### src/rtl/sr_flag_pkg.sv
// Shared helpers for the sr_flag_bank slice: FIRST width and lowest-index encoder.
package sr_flag_pkg;

  // Width of the FIRST index: clog2 of the channel count, never below 1.
  function automatic int unsigned first_w(input int unsigned n);
    return (n < 3) ? 1 : $clog2(n);
  endfunction

  function automatic logic [4:0] lowest_set(input logic [31:0] vec);
    logic [4:0] idx;
    idx = '0;
    for (int i = 31; i >= 0; i--) begin
      if (vec[i]) idx = 5'(i);
    end
    return idx;
  endfunction

endpackage

### src/rtl/sr_flag_cell.sv
// One set/reset flag channel: optional SET synchroniser (SR_FLAG_BANK_SYNC_EN),
// edge history, flag and sticky overrun flops.
module sr_flag_cell #(
  parameter int unsigned SYNC_STAGES = 2,
  parameter bit          SET_PRIO    = 1'b1,
  parameter bit          EDGE_MODE   = 1'b0
) (
  input  logic clk_i,
  input  logic rst_ni,
  input  logic set_i,
  input  logic clr_i,
  output logic flag_o,
  output logic ovr_o
);

  logic s;
  logic s_d_q;
  logic ev;
  logic flag_q, flag_d;
  logic ovr_q, ovr_d;

`ifdef SR_FLAG_BANK_SYNC_EN
  logic [SYNC_STAGES-1:0] sync_q;

  always_ff @(posedge clk_i or negedge rst_ni) begin
    if (!rst_ni) sync_q <= '0;
    else         sync_q <= {sync_q[SYNC_STAGES-2:0], set_i};
  end

  assign s = sync_q[SYNC_STAGES-1];
`else
  assign s = set_i;
`endif

  // s_d_q runs alongside the flag, so edge mode costs no extra latency.
  assign ev = EDGE_MODE ? (s & ~s_d_q) : s;

  always_comb begin
    flag_d = flag_q;
    ovr_d  = ovr_q;
    if (clr_i) begin
      flag_d = ev ? SET_PRIO : 1'b0;
      ovr_d  = 1'b0;
    end else begin
      if (ev) flag_d = 1'b1;
      ovr_d = ovr_q | (ev & flag_q);
    end
  end

  always_ff @(posedge clk_i or negedge rst_ni) begin
    if (!rst_ni) begin
      s_d_q  <= 1'b0;
      flag_q <= 1'b0;
      ovr_q  <= 1'b0;
    end else begin
      s_d_q  <= s;
      flag_q <= flag_d;
      ovr_q  <= ovr_d;
    end
  end

  assign flag_o = flag_q;
  assign ovr_o  = ovr_q;

endmodule

### src/rtl/sr_flag_bank.sv
// Bank of CHANNELS set/reset flags with masked IRQ and lowest-index pending encoder.
// Define SR_FLAG_BANK_SYNC_EN to put a SYNC_STAGES-deep synchroniser on every SET bit.
module sr_flag_bank
  import sr_flag_pkg::*;
#(
  parameter int unsigned          CHANNELS    = 8,
  parameter int unsigned          SYNC_STAGES = 2,
  parameter logic [CHANNELS-1:0]  SET_PRIO    = '1,
  parameter logic [CHANNELS-1:0]  EDGE_MODE   = '0,
  localparam int unsigned         FW          = first_w(CHANNELS)
) (
  input  logic                CLK,
  input  logic                nRESET,
  input  logic [CHANNELS-1:0] SET,
  input  logic [CHANNELS-1:0] CLR,
  input  logic [CHANNELS-1:0] MASK,
  output logic [CHANNELS-1:0] FLAGS,
  output logic [CHANNELS-1:0] OVR,
  output logic                IRQ,
  output logic [FW-1:0]       FIRST,
  output logic                FIRST_VALID
);

  logic [CHANNELS-1:0] flags_w;
  logic [CHANNELS-1:0] ovr_w;
  logic [CHANNELS-1:0] pending;

  for (genvar i = 0; i < CHANNELS; i++) begin : g_ch
    sr_flag_cell #(
      .SYNC_STAGES (SYNC_STAGES),
      .SET_PRIO    (SET_PRIO[i]),
      .EDGE_MODE   (EDGE_MODE[i])
    ) u_cell (
      .clk_i  (CLK),
      .rst_ni (nRESET),
      .set_i  (SET[i]),
      .clr_i  (CLR[i]),
      .flag_o (flags_w[i]),
      .ovr_o  (ovr_w[i])
    );
  end

  assign pending     = flags_w & MASK;
  assign FLAGS       = flags_w;
  assign OVR         = ovr_w;
  assign IRQ         = |pending;
  assign FIRST_VALID = |pending;
  assign FIRST       = FW'(lowest_set(32'(pending)));

endmodule
### config.mk
export PLATFORM = sky130hd
export DESIGN_NAME = sr_flag_bank
export DESIGN_NICKNAME = d
export VERILOG_FILES = /design/src/rtl/sr_flag_pkg.sv /design/src/rtl/sr_flag_cell.sv /design/src/rtl/sr_flag_bank.sv
export SDC_FILE = /design/constraint.sdc
export NUM_CORES = 1
export LEC_CHECK = 0
export CORE_UTILIZATION = 40
export DETAILED_ROUTE_END_ITERATION = 7
export GPL_TIMING_DRIVEN = 0
export PLACE_DENSITY = 0.84
export REMOVE_ABC_BUFFERS = 1
export SLEW_MARGIN = 20
export SYNTH_ARGS = -nofsm -noshare
export SYNTH_HDL_FRONTEND = slang
export SYNTH_SLANG_ARGS = --single-unit
export TNS_END_PERCENT = 30
### constraint.sdc
create_clock -name CLK -period 2.4 [get_ports CLK]
set_input_delay 0.72 -clock CLK [delete_from_list [all_inputs] [get_ports CLK]]
set_output_delay 0.72 -clock CLK [all_outputs]
set_load 0.02 [all_outputs]
* After elaboration in Yosys (flattened, before gate mapping)
Cells that the tools add are included.
Cells by class: add/subtract/negate cells 0, multiply operators 0, divide/modulo/power cells 0, $lt $le $gt $ge 0, eq/ne operators 0, shift operators 0, muxes and demuxes 40, bitwise gates (word level) 17, reduce and logical (&&, ||, !) cells 9
Operators by type and width (count):
- 1-bit 2-to-1 mux | 32
- 3-bit 2-to-1 mux | 8
- 2-bit nonzero test | 8
- 1-bit AND | 8
- 8-bit AND | 1
- 1-bit bitwise OR | 8
- 8-bit OR reduction | 1
Word-level totals: register bits after elaboration 16, bits in latches 0, bits in writable memories 0, bits in read-only memories 0, word-level logic and storage cells 82, memories 0

* Longest topological paths before layout
word-level depth 9, mapped depth 4, gate-level depth less buffers 3

* By module
From an unflattened synthesis, not the netlist that was laid out.
Unflattened totals: cells, all modules 68, area total of the unflattened synthesis 693.2 um^2
Modules (own cells, without submodules):
- sr_flag_cell | instances 8, cells each 6, area an instance 70.1 um^2, seq. area each 50.0 um^2
- sr_flag_bank | instances 1, cells each 20, area an instance 132.6 um^2, seq. area each 0.0 um^2

* Least setup slack after synthesis
OpenSTA, ideal clock, no wires.
kind in2out, start point input MASK[6], end point output IRQ, arrival time 1.614 ns, required time 1.680 ns, path slack 0.066 ns, cell stages on the path 4, cells stage by stage a22o_1 nor2b_1 nand4_1 buf_4
Between the ends: longest elaborated chain between the ends 2
RTL lines:
- from (decl) | line sr_flag_bank.sv:16 | input logic [CHANNELS-1:0] MASK,
- 8-bit AND | line sr_flag_bank.sv:43 | assign pending = flags_w & MASK;
- 8-bit OR reduction
- to (decl) | line sr_flag_bank.sv:19 | output logic IRQ,
No other way between the ends.

* Worst setup path after layout
start point input MASK[0], end point output FIRST_VALID
Between the ends: longest elaborated chain between the ends 2
RTL lines:
- 8-bit AND | line sr_flag_bank.sv:43
- 8-bit OR reduction | line sr_flag_bank.sv:47 | assign FIRST_VALID = |pending;
- to (decl) | line sr_flag_bank.sv:21 | output logic FIRST_VALID
No other way between the ends.

==> flow_summary_export.csv <==
group,metric,value,unit
logic_synthesis,yosysMostFrequentCell,"buf_4",
logic_synthesis,synthArstFlopShare,1.00,
pwr,p_per_area,547,mW/mm^2
timing,hold_viol_final,0,
min_path,hold_class,"register to register",
clock_network,clk_path_buf_depth,2,
timing,setup_viol,0,
setup_path,critPathRequiredTime,1680,ps
logic_synthesis,synthAdderAreaFrac,0,
pwr,vdd_drop_max,355,uV
finish,post-route-cell-area,0.00122,sq mm
timing,whs,499,ps
setup_path,crit_family,"buffers and inverters",
drt,wl,1930,um
timing,fmax,0.428,GHz
drt,viasPerCell,4.89,
clock_network,cts_max_level,1,
logic_synthesis,muxShareOfSynthArea,0,
finish,layout-drive-gt1-share,0.178,
logic_synthesis,synth_warnings,0,
pwr,leakage,0.583,nW
setup_path,cp-start-kind,"primary input",
timing,drv_slew,0,
logic_synthesis,synth_compound_area_frac,0.226,
clock_network,cts_tree,"yes",
logic_synthesis,synthesis.area,825,sq um
placement,gp_congestion,0.694,
floorplanning,core_area,0.00194,sq mm
drt,drt-pass1-iter-count,4,
pwr,power.total,0.669,mW
timing,finClkSkew,5.85,ps
finish,num-fill-cells,177,
timing,tns,0,ps
logic_synthesis,synth_flop_cell,"dfrtp_1",
clock_network,clk_latency,290,ps
setup_path,worst_path_largest_cell_delay,280,ps
floorplanning,fp.dieH,47.4,um
global_route,grt_pass1_wl,2830,um
pwr,switchingPower,0.187,mW
timing,fin_crit_sh,0.973,
logic_synthesis,synthDistinctLibCells,16,
setup_path,crit_path_top_delay_cell,"a22oi_2",
logic_synthesis,ys_ff_latch,16,
setup_path,crit_type,"primary input to primary output",
global_route,antenna_found_initial,0,
pwr,seq_power_share,0.461,
clock_network,root_buffer,"clkbuf_4",
placement,dp_cells,140,
logic_synthesis,synth_area_per_cell,9.82,sq um
floorplanning,start_util,0.425,
drt,wl_per_cell,13.3,um
pwr,p_int,0.482,mW
setup_path,cp.arrival,1620,ps
logic_synthesis,synth_xor_area_frac,0,
timing,period_needed,2340,ps
drt,vias,709,
status,status,"complete, no violations",
drt,drt_iter0_drc,15,
pwr,comb_power_share,0.280,
drt,final_antenna_net_count,0,
floorplanning,dieArea,0.00225,sq mm
setup_path,critPathCaptureType,"primary output",
timing,tightest_slew,700,ps
clock_network,numCtsBuffers,3,
logic_synthesis,synth_top_cell_area_share,0.486,
logic_synthesis,ys_seq_area_frac,0.486,
finish,layout.nets,145,
pwr,power_frac_clock,0.259,
clock_network,path_clk_slew,80,ps
placement,place_area,0.00119,sq mm
logic_synthesis,synthTopCellsByArea,"dfrtp_1 (49%), buf_4 (15%), a21o_1 (7.3%), a21oi_1 (4.9%), nor2_1 (4.1%)",
clock_network,clock-sinks,16,
placement,io_buffers,46,
finish,regArea,400,sq um
run,cap_violations,0,
setup_path,crit_path_cell_trace,"clkdlybuf4s15_1 -> a22oi_2 -> nand4_1 -> buf_6",
logic_synthesis,synthSimpleGateAreaFrac,0.0971,
global_route,track_usage,0.186,
floorplanning,die_w,47.4,um
drt,drt_drc_violations_left,0,
pwr,swShare,0.280,
finish,antennaDiodeCount,0,
logic_synthesis,yosysTopAreaCell,"dfrtp_1",
finish,finalNonFillerCells,145,
setup_path,path_buf_inv,2,
logic_synthesis,ys_top_cells_by_count,"buf_4 (17), dfrtp_1 (16), nor2_1 (9)",
placement,hpwl,1550,um
logic_synthesis,synth_edf_count,0,
finish,areaGrowthSynthToFinish,48.3,%
global_route,first_global_vias,656,
logic_synthesis,syn_inst,84,
global_route,grt_max_degree,17,
finish,multiInputGateArea,279,sq um
floorplanning,pin_count,47,
setup_path,cp_max_fo,4,
global_route,grt-ovfl-total,0,
floorplanning,num_rows,16,
logic_synthesis,synth_top_family_by_area,"compound AO/OA/AOI/OAI gates",
timing,slew_headroom,0.532,
-- path summary, 6_finish.rpt --
kind	start	end	slack [ps]	cells past startpoint
setup / recovery	MASK[0]	FIRST_VALID	60	4
hold / removal	g_ch[5].u_cell.ovr_o	g_ch[5].u_cell.ovr_o	500	2
max in group asynchronous	nRESET	g_ch[7].u_cell.flag_o	1110	1
hold reg to reg	g_ch[5].u_cell.ovr_o	g_ch[5].u_cell.ovr_o	500	2
setup reg to reg	g_ch[2].u_cell.flag_o	g_ch[2].u_cell.ovr_o	1630	2
min in group asynchronous	nRESET	g_ch[3].u_cell.ovr_o	850	1
-- per-stage QoR --
step	setup WS, ps	util
finish	63.8	0.630
CTS	6.00	0.624
global placement	-604	0.613
global route	-12.9	0.630
detailed placement	-610	0.613
floorplan	178	-
-- layout make-up --
| cell class | instances | share of cell area |
|---|---|---|
| Clock buffer | 4 | 0.0297 |
| Inverter | 8 | 0.0246 |
| Multi-Input combinational cell | 43 | 0.228 |
| Sequential cell | 16 | 0.328 |
| Tap cell | 27 | 0.0276 |
| Timing Repair Buffer | 47 | 0.362 |
-- worst reg2reg max path: stages (launching register included) --
cell and delay (ps):
dfrtp_1 450, a21oi_1 150, nor2_1 60
-- sequential cells by signal, indices dropped and copies added (netlist names) --
signal              cells
g_ch.u_cell.ovr_o       8
g_ch.u_cell.flag_o      8
-- power groups by stage --
stage,sequential (mW),combinational (mW),clock (mW)
floorplan,0.335,0.0505,0
global placement,0.312,0.183,0
detailed placement,0.314,0.188,0
CTS,0.309,0.184,0.177
global route,0.312,0.201,0.191
finish,0.309,0.187,0.173
-- routing by layer --
metal / up-vias / GRT usage / share of wire
li1: 337 / - / -
met1: 336 / 0.226 / 0.38
met2: 34 / 0.301 / 0.52
met3: 2 / 0.0577 / 0.093
met4: 0 / 0.0800 / 0.0067
met5: - / 0 / 0
-- cells by family (layout without fill, tap and decap cells) --
logic type / count (synthesis) / in the layout
buf+inv: 25 / 59
compound gates: 24 / 24
flops: 16 / 16
simple gates: 19 / 19
-- layout by cell type (no fill, tap or decap), types with 2 or more instances in the layout --
| cell | synthesis | routed |
|---|---|---|
| nand2_1 | 6 | 5 |
| a22oi_2 | 2 | 2 |
| buf_6 | 0 | 2 |
| clkbuf_2 | 0 | 4 |
| a21oi_1 | 8 | 8 |
| clkdlybuf4s50_1 | 0 | 33 |
| a32oi_1 | 2 | 2 |
| a221oi_2 | 2 | 2 |
| dlygate4sd2_1 | 0 | 2 |
| a21o_1 | 8 | 8 |
| nor2_1 | 9 | 9 |
| buf_4 | 17 | 4 |
| dfrtp_1 | 16 | 16 |
| clkbuf_4 | 0 | 3 |
| inv_1 | 8 | 8 |
-- timing repair --
action	CTS	global route
hold buffers	0	0
resized for setup	35	13
pin swaps	5	5
setup endpoints to repair	5	5
setup buffers	0	1
No activity file was read; power rests on OpenSTA's default activity.
